**src/rtl/core_pkg.sv**
```systemverilog
// Shared definitions for the core front end.
//   - fetch_state_e : fetch FSM state encoding
//   - NOP_INST_WORD : instruction register reset value (addi x0,x0,0)
//   - RESET_PC_DEFAULT : default PC after reset
//   - *_LSB/*_MSB : RV32 instruction field bit positions
//   - OPC_* : major opcode constants shared with the control unit
package core_pkg;

  typedef enum logic [2:0] {
    S_IDLE  = 3'd0,
    S_REQ   = 3'd1,
    S_WAIT  = 3'd2,
    S_HOLD  = 3'd3,
    S_DRAIN = 3'd4
  } fetch_state_e;

  localparam logic [31:0] NOP_INST_WORD    = 32'h0000_0013;
  localparam logic [31:0] RESET_PC_DEFAULT = 32'h0000_0000;

  // Instruction field positions
  localparam int OPC_LSB = 0;
  localparam int OPC_MSB = 6;
  localparam int RD_LSB  = 7;
  localparam int RD_MSB  = 11;
  localparam int F3_LSB  = 12;
  localparam int F3_MSB  = 14;
  localparam int RS1_LSB = 15;
  localparam int RS1_MSB = 19;
  localparam int RS2_LSB = 20;
  localparam int RS2_MSB = 24;
  localparam int F7_LSB  = 25;
  localparam int F7_MSB  = 31;

  // Major opcodes
  localparam logic [6:0] OPC_LOAD   = 7'b000_0011;
  localparam logic [6:0] OPC_OP_IMM = 7'b001_0011;
  localparam logic [6:0] OPC_AUIPC  = 7'b001_0111;
  localparam logic [6:0] OPC_STORE  = 7'b010_0011;
  localparam logic [6:0] OPC_OP     = 7'b011_0011;
  localparam logic [6:0] OPC_LUI    = 7'b011_0111;
  localparam logic [6:0] OPC_BRANCH = 7'b110_0011;
  localparam logic [6:0] OPC_JALR   = 7'b110_0111;
  localparam logic [6:0] OPC_JAL    = 7'b110_1111;

  // True when the low two bits of a target address are not word aligned.
  function automatic logic is_misaligned(input logic [1:0] addr_lo);
    return |addr_lo;
  endfunction

endpackage

```
**src/rtl/pc_register.sv**
```systemverilog
// Program counter for the fetch unit.
//   clk_i, rst_n_i        : clock, synchronous active-low reset
//   inc_i                 : advance pc by 4 (wraps at 2^XLEN)
//   redirect_valid_i/pc_i : load a new target; wins over inc_i
//   pc_o                  : current fetch address, always word aligned
//   misaligned_o          : registered one-cycle flag for an unaligned target
module pc_register
  import core_pkg::*;
#(
  parameter int unsigned     XLEN     = 32,
  parameter logic [XLEN-1:0] RESET_PC = '0
) (
  input  logic            clk_i,
  input  logic            rst_n_i,
  input  logic            inc_i,
  input  logic            redirect_valid_i,
  input  logic [XLEN-1:0] redirect_pc_i,
  output logic [XLEN-1:0] pc_o,
  output logic            misaligned_o
);

  logic [XLEN-1:0] pc_q, pc_d;
  logic            misaligned_q, misaligned_d;

  always_comb begin
    pc_d         = pc_q;
    misaligned_d = 1'b0;
    if (redirect_valid_i) begin
      // Low bits are forced to zero; the flag tells the core they were dropped.
      pc_d         = {redirect_pc_i[XLEN-1:2], 2'b00};
      misaligned_d = is_misaligned(redirect_pc_i[1:0]);
    end else if (inc_i) begin
      pc_d = pc_q + XLEN'(4);
    end
  end

  always_ff @(posedge clk_i) begin
    if (!rst_n_i) begin
      pc_q         <= RESET_PC;
      misaligned_q <= 1'b0;
    end else begin
      pc_q         <= pc_d;
      misaligned_q <= misaligned_d;
    end
  end

  assign pc_o         = pc_q;
  assign misaligned_o = misaligned_q;

endmodule

```
**src/rtl/instr_fetch_unit.sv**
```systemverilog
// Fetch stage: owns the PC, issues one instruction-memory read at a time and
// holds the returned word for the control unit / datapath.
//   clk_i, rst_n_i          : clock, synchronous active-low reset
//   imem_req_valid_o/ready_i: read request handshake, imem_addr_o = pc
//   imem_rsp_valid_i/data_i : read response (valid only, no back-pressure)
//   redirect_valid_i/pc_i   : new PC from the branch unit, highest priority
//   inst_valid_o/ready_i    : instruction handshake towards decode
//   inst_o, inst_pc_o, inst_pc_plus4_o, field slices, misaligned_o
//
// state   | meaning
// S_IDLE  | one cycle after reset, no request
// S_REQ   | request presented at pc, waiting for acceptance
// S_WAIT  | request accepted, waiting for its response
// S_HOLD  | instruction register valid, waiting for consumer
// S_DRAIN | redirected while a request was in flight; drop next response
module instr_fetch_unit
  import core_pkg::*;
#(
  parameter int unsigned     XLEN     = 32,
  parameter logic [XLEN-1:0] RESET_PC = XLEN'(RESET_PC_DEFAULT),
  parameter logic [31:0]     NOP_INST = NOP_INST_WORD
) (
  input  logic            clk_i,
  input  logic            rst_n_i,
  output logic            imem_req_valid_o,
  input  logic            imem_req_ready_i,
  output logic [XLEN-1:0] imem_addr_o,
  input  logic            imem_rsp_valid_i,
  input  logic [31:0]     imem_rsp_data_i,
  input  logic            redirect_valid_i,
  input  logic [XLEN-1:0] redirect_pc_i,
  output logic            inst_valid_o,
  input  logic            inst_ready_i,
  output logic [31:0]     inst_o,
  output logic [XLEN-1:0] inst_pc_o,
  output logic [XLEN-1:0] inst_pc_plus4_o,
  output logic [6:0]      opcode_o,
  output logic [2:0]      fun3_o,
  output logic [6:0]      fun7_o,
  output logic [4:0]      rs1_o,
  output logic [4:0]      rs2_o,
  output logic [4:0]      rd_o,
  output logic            misaligned_o
);

  fetch_state_e    state_q, state_d;
  logic            req_valid_q;
  logic            inst_valid_q;
  logic [31:0]     inst_q;
  logic [XLEN-1:0] inst_pc_q;
  logic [XLEN-1:0] pc;
  logic            load_inst;
  logic            pc_inc;

  pc_register #(
    .XLEN     (XLEN),
    .RESET_PC (RESET_PC)
  ) u_pc (
    .clk_i            (clk_i),
    .rst_n_i          (rst_n_i),
    .inc_i            (pc_inc),
    .redirect_valid_i (redirect_valid_i),
    .redirect_pc_i    (redirect_pc_i),
    .pc_o             (pc),
    .misaligned_o     (misaligned_o)
  );

  // A redirect overrides every other event. Any request already accepted
  // when it arrives still owes a response, which must be swallowed.
  always_comb begin
    state_d   = state_q;
    load_inst = 1'b0;
    pc_inc    = 1'b0;
    case (state_q)
      S_IDLE:  state_d = S_REQ;
      S_REQ: begin
        if (imem_req_ready_i) state_d = redirect_valid_i ? S_DRAIN : S_WAIT;
      end
      S_WAIT: begin
        if (redirect_valid_i) begin
          state_d = imem_rsp_valid_i ? S_REQ : S_DRAIN;
        end else if (imem_rsp_valid_i) begin
          state_d   = S_HOLD;
          load_inst = 1'b1;
        end
      end
      S_HOLD: begin
        if (redirect_valid_i) begin
          state_d = S_REQ;
        end else if (inst_ready_i) begin
          state_d = S_REQ;
          pc_inc  = 1'b1;
        end
      end
      S_DRAIN: begin
        if (imem_rsp_valid_i) state_d = S_REQ;
      end
      default: state_d = S_IDLE;
    endcase
  end

  // Handshake outputs are registered copies of the next state.
  always_ff @(posedge clk_i) begin
    if (!rst_n_i) begin
      state_q      <= S_IDLE;
      req_valid_q  <= 1'b0;
      inst_valid_q <= 1'b0;
      inst_q       <= NOP_INST;
      inst_pc_q    <= RESET_PC;
    end else begin
      state_q      <= state_d;
      req_valid_q  <= (state_d == S_REQ);
      inst_valid_q <= (state_d == S_HOLD);
      if (load_inst) begin
        inst_q    <= imem_rsp_data_i;
        inst_pc_q <= pc;
      end
    end
  end

  assign imem_req_valid_o = req_valid_q;
  assign imem_addr_o      = pc;
  assign inst_valid_o     = inst_valid_q;
  assign inst_o           = inst_q;
  assign inst_pc_o        = inst_pc_q;
  assign inst_pc_plus4_o  = inst_pc_q + XLEN'(4);

  assign opcode_o = inst_q[OPC_MSB:OPC_LSB];
  assign fun3_o   = inst_q[F3_MSB:F3_LSB];
  assign fun7_o   = inst_q[F7_MSB:F7_LSB];
  assign rs1_o    = inst_q[RS1_MSB:RS1_LSB];
  assign rs2_o    = inst_q[RS2_MSB:RS2_LSB];
  assign rd_o     = inst_q[RD_MSB:RD_LSB];

endmodule

```
**config.mk**
```make
export PLATFORM = sky130hd
export DESIGN_NAME = instr_fetch_unit
export DESIGN_NICKNAME = d
export VERILOG_FILES = /design/src/rtl/core_pkg.sv /design/src/rtl/pc_register.sv /design/src/rtl/instr_fetch_unit.sv
export SDC_FILE = /design/constraint.sdc
export NUM_CORES = 1
export LEC_CHECK = 0
export ABC_CLOCK_PERIOD_IN_PS = 5300
export CAP_MARGIN = 20
export CORE_MARGIN = 2
export CORE_UTILIZATION = 40
export CTS_CLUSTER_DIAMETER = 40
export CTS_CLUSTER_SIZE = 25
export DETAILED_ROUTE_END_ITERATION = 10
export PLACE_DENSITY = 0.8
export SYNTH_ARGS = -nofsm -noshare
export SYNTH_HDL_FRONTEND = slang
export SYNTH_SLANG_ARGS = --single-unit
```
**constraint.sdc**
```tcl
create_clock -name clk_i -period 5.3 [get_ports clk_i]
set_input_delay 1.59 -clock clk_i [delete_from_list [all_inputs] [get_ports clk_i]]
set_output_delay 1.59 -clock clk_i [all_outputs]
set_load 0.02 [all_outputs]
```
---- Word-level counts from Yosys, hierarchy flattened ----
Index checks and enable logic that the tools add are counted.
Widths: inputs -> output; s select.
cells by class
  equality and inequality tests ........... 6
  bitwise gates (word level) .............. 1
  add/sub/neg operators ................... 2
  mux-type cells .......................... 17
  reductions and logical operators ........ 5
operator list
  kind                   count
  $add 32x3->32 const B  2
  $mux 32                2
  $mux 3                 8
  $pmux 3 s5             1
  $eq 3x2->1 const B     3
  $eq 3x1->1 const B     2
  $mux 1                 6
  $reduce_or 2->1        2
  $eq 3x3->1 const B     1
  $logic_not 3->1        1
  $reduce_and 2->1       1
  $reduce_bool 2->1      1
  $not 1->1              1
storage, ports and cells
  bits of input ports ..................... 70
  register bits ........................... 102
  output and inout port bits .............. 163

---- Depth between registers and ports, before layout ----
  depth after elaboration ................. 5
  depth in mapped cells ................... 7
  gate-level depth less buffers ........... 5

---- Hierarchy ----
A second synthesis with hierarchy kept.
second synthesis, totals
  cell total of the unflattened synthesis .. 651
  area total of the unflattened synthesis .. 5180.0 um^2
by module, submodules not included
  module            area each (um^2)  times used  cells an instance
  instr_fetch_unit  3373.2            1           419
  pc_register       1806.7            1           232

---- Worst setup path after synthesis ----
OpenSTA, ideal clock, no wires.
  kind .................................... register to output
  start point ............................. register inst_pc_q[2], in the netlist inst_pc_o[2]
  end point ............................... output inst_pc_plus4_o[26]
  buffers on the path ..................... 0
  path slack .............................. 1.791 ns
  stages on the path, launching flop included .. 6
  arrival ................................. 1.919 ns
  path through ............................ dfxtp_1 -> ha_1 -> nand3_1 -> nor4_2 -> nand4_1 -> xnor2_1
between the ends
  longest elaborated chain between the ends .. 1
ends and longest elaborated chain
  what                    RTL line                 RTL
  start, declared         instr_fetch_unit.sv:50   logic [XLEN-1:0] inst_pc_q;
  start signal, assigned  instr_fetch_unit.sv:116  inst_pc_q <= pc;
  $add 32x3->32           instr_fetch_unit.sv:126  assign inst_pc_plus4_o = inst_pc_q + XLEN'(4);
  end, declared           instr_fetch_unit.sv:36   output logic [XLEN-1:0] inst_pc_plus4_o,
No other way between the ends.

---- Worst setup path after layout ----
  start point ............................. register inst_pc_q[2], in the netlist inst_pc_o[2]
  end point ............................... output inst_pc_plus4_o[31]
The elaborated chain is that of the path after synthesis.

==> out/results.tsv <==
metric	value	unit
worst hold endpoint	inst_o[27]$_SDFFE_PN0P_	
GRT overflow	0	
Hold Buf Count CTS	0	
Core Box Area	0.0126	mm^2
Reg2Reg Depth	4	
Hold Vio Cnt, Final	0	
Root Buffer	clkbuf_16	
CTS tree	yes	
via/cell ratio	5.09	
hpwl dp	10700	um
top-area cell type share of the netlist area	38.1	%
total negative setup slack	0	ps
crit-path leading delay family	buffers and inverters	
clk sinks	98	
outcome	completed	
num rows	41	
Remaining DRCs	0	
worst hold path depth	2	
postcts setup bufs	0	
Arr. time, crit path	2630	ps
complex-gate fraction of the synthesized area	17.0	%
crit end category	primary output	
Top cell by count, worst path	nand4_1	
slowest cell delay on critical path	650	ps
Net count, final	890	
register area share after synthesis	38.1	%
EDFF count, synth	0	
max_slew headroom	53.2	%
initial core utilization	40.9	%
Util after Layout	60.8	%
synth unique cells	46	
Post-Syn Area	0.00515	mm^2
syn avg cell area	7.98	um^2
FF/Latch Area	0.00196	mm^2
Synth area leaders	dfxtp_1, nand2_1, a21boi_0, buf_4, xnor2_1	
WL per Instance	14.9	um
Synth top cells by count	nand2_1, dfxtp_1, a21boi_0, buf_4, o21ai_0	
Cell Pwr Density	235	mW/mm^2
Synth Warn #	0	
synthesized flop and latch total	98	
Post-Syn Instances	645	
R2R setup slack	2890	ps
Post-synth top flop	dfxtp_1	
Final setup viols	0	
Slew @ Worst Pin	701	ps
max-cap violations	0	
routed via count	5073	
DIE HEIGHT	117	um
Routed WL	14900	um
Die ar.	0.0138	mm^2
Worst path depth	6	
Layout area overhead	48.4	%
Synth area leader	dfxtp_1	
vias in the first global route	4710	
combinational family with the most area after synthesis	simple AND/OR/NAND/NOR gates	
Max Transition Viols Final	0	
Peak Freq	237	MHz
die span in x	117	um
first drt pass iteration count	4	
skew final	5.43	ps
gr usage total	21.1	%
min cycle time layout	4220	ps
Bufs and invs on worst path	2	
XOR/XNOR share of the synthesized area	5.96	%
Setup crit start kind	flip-flop	
Final Cycle Share	79.7	%
Peak VDD IR	0.000202	V
largest net degree at the start of global routing	74	
Worst path slowest cell	clkdlybuf4s50_1	
crit path max fanout	8	
Resized Gates After CTS	0	
reg-to-reg startpoint	state_q[1]$_SDFF_PN0_	
DRT antenna net count	0	
Max clock buf depth	2	
Lkg Pwr	2.63	nW
H-tree depth	3	
Worst-Skew Late Latency	340	ps
CP Class	flip-flop to primary output	
Final GP Congestion	0.771	
Layout fillers	1102	
I/O Pins	233	
CP required	3710	ps
Hold Path Class	flip-flop to flip-flop	
PortBufs	226	
hold_sp	inst_o[27]$_SDFFE_PN0P_	
top-count cell post-synth	nand2_1	
ys async rst share	0	%
antenna violations before repair	1	
first-pass GRT wire length	24100	um
area of the multi-input gates	0.00273	mm^2
unrepaired setup endpoints after global routing	false	
simple-gate share of the synthesized area	29.1	%
Reg clk slew, reported paths	60	ps
RR Endpoint	u_pc.pc_o[21]$_SDFFE_PN0P_	
CTS Buf Count	9	
adder-cell area share of the yosys netlist	0.486	%
mux share of post-synthesis cell area	0	%
critical path cell sequence	nand4_1 > nor4_2 > buf_4 > nand4_1 > xnor2_1 > clkdlybuf4s50_1	
share of post-route cells with drive strength above 1	4.37	%
starting DRC count in detailed routing	221	
==> report_power, final <==
part / switching [mW] / total (mW) / leakage (nW) / internal, mW
combinational: 0.0885 / 0.198 / 1.65 / 0.110
clock: 0.281 / 0.802 / 0.180 / 0.521
sequential: 0.0352 / 0.792 / 0.798 / 0.757
==> cell families after synthesis <==
family | Yosys count
xor gates and xnor gates | 35
buffers and inverters | 84
and+or+nand+nor | 294
adders and majority gates | 2
AOI/OAI and AO/OA | 131
DFF | 98
other | 1
==> metrics by stage <==
step | power [mW] | hold slack (ps) | instances | area, um^2 | worst slack [ps]
after CTS | 1.81 | 485 | 994 | 7620 | 1050
final | 1.79 | 483 | 996 | 7640 | 1080
after global routing | 1.86 | 505 | 995 | 7640 | 873
after global placement | 1.00 | 466 | 978 | 7250 | 1350
after detailed placement | 1.01 | 476 | 978 | 7250 | 1260
after floorplan | 0.894 | 531 | 650 | 5160 | 1790
==> how the worst max path moves through the flow <==
stage	slack (ps)	from	to
floorplan	1790	inst_pc_o[2]$_SDFFE_PN0P_	inst_pc_plus4_o[26]
global placement	1350	redirect_valid_i	inst_pc_o[23]$_SDFFE_PN0P_
detailed placement	1260	redirect_valid_i	inst_o[24]$_SDFFE_PN0P_
CTS	1050	inst_pc_o[2]$_SDFFE_PN0P_	inst_pc_plus4_o[31]
global route	870	inst_pc_o[10]$_SDFFE_PN0P_	inst_pc_plus4_o[31]
finish	1080	inst_pc_o[2]$_SDFFE_PN0P_	inst_pc_plus4_o[31]
==> registers in the layout, summed over array words and instances (netlist names) <==
signal	count
imem_req_valid_o	1
inst_o	32
inst_pc_o	30
inst_valid_o	1
state_q	3
u_pc.misaligned_o	1
u_pc.pc_o	30
==> cell usage in the layout (no fill, tap or decap), types with 5 or more instances in the layout <==
cell type / n
clkdlybuf4s50_1: 225
a31oi_1: 11
inv_1: 6
and4_1: 15
or4_1: 6
xor2_1: 9
nand2_1: 149
conb_1: 6
nor2_1: 13
and2_1: 5
o21ai_0: 35
buf_4: 8
nor3_1: 8
nand4_1: 20
a21boi_0: 59
clkbuf_16: 9
or3_1: 9
a21oi_1: 9
xnor2_1: 26
nand3_1: 29
dfxtp_1: 98
and3_1: 11
==> worst min-delay path, cell delays in order, from the launching register on <==
cell and delay [ps]:
dfxtp_1 320, nand2_1 50, a21boi_0 60
==> metal layers <==
| layer | global-route usage (%) | vias up | part of all wire (%) |
|---|---|---|---|
| met2 | 36.1 | 184 | 48 |
| met1 | 25.7 | 2320 | 43 |
| met3 | 5.89 | 13 | 8.1 |
| met4 | 6.40 | 0 | 1.3 |
| met5 | 0 | - | 0 |
| li1 | - | 2556 | - |
==> final cells by class <==
| class | count | share of cell area, % |
|---|---|---|
| multi-input cells | 468 | 35.8 |
| diodes | 1 | 0.0328 |
| well taps | 172 | 2.82 |
| flip-flops and latches | 98 | 25.7 |
| repair buffers | 235 | 30.6 |
| clock buffers | 11 | 3.18 |
| clock inverters | 5 | 1.64 |
| inverters | 6 | 0.295 |
(Power assumes the default switching activity.)
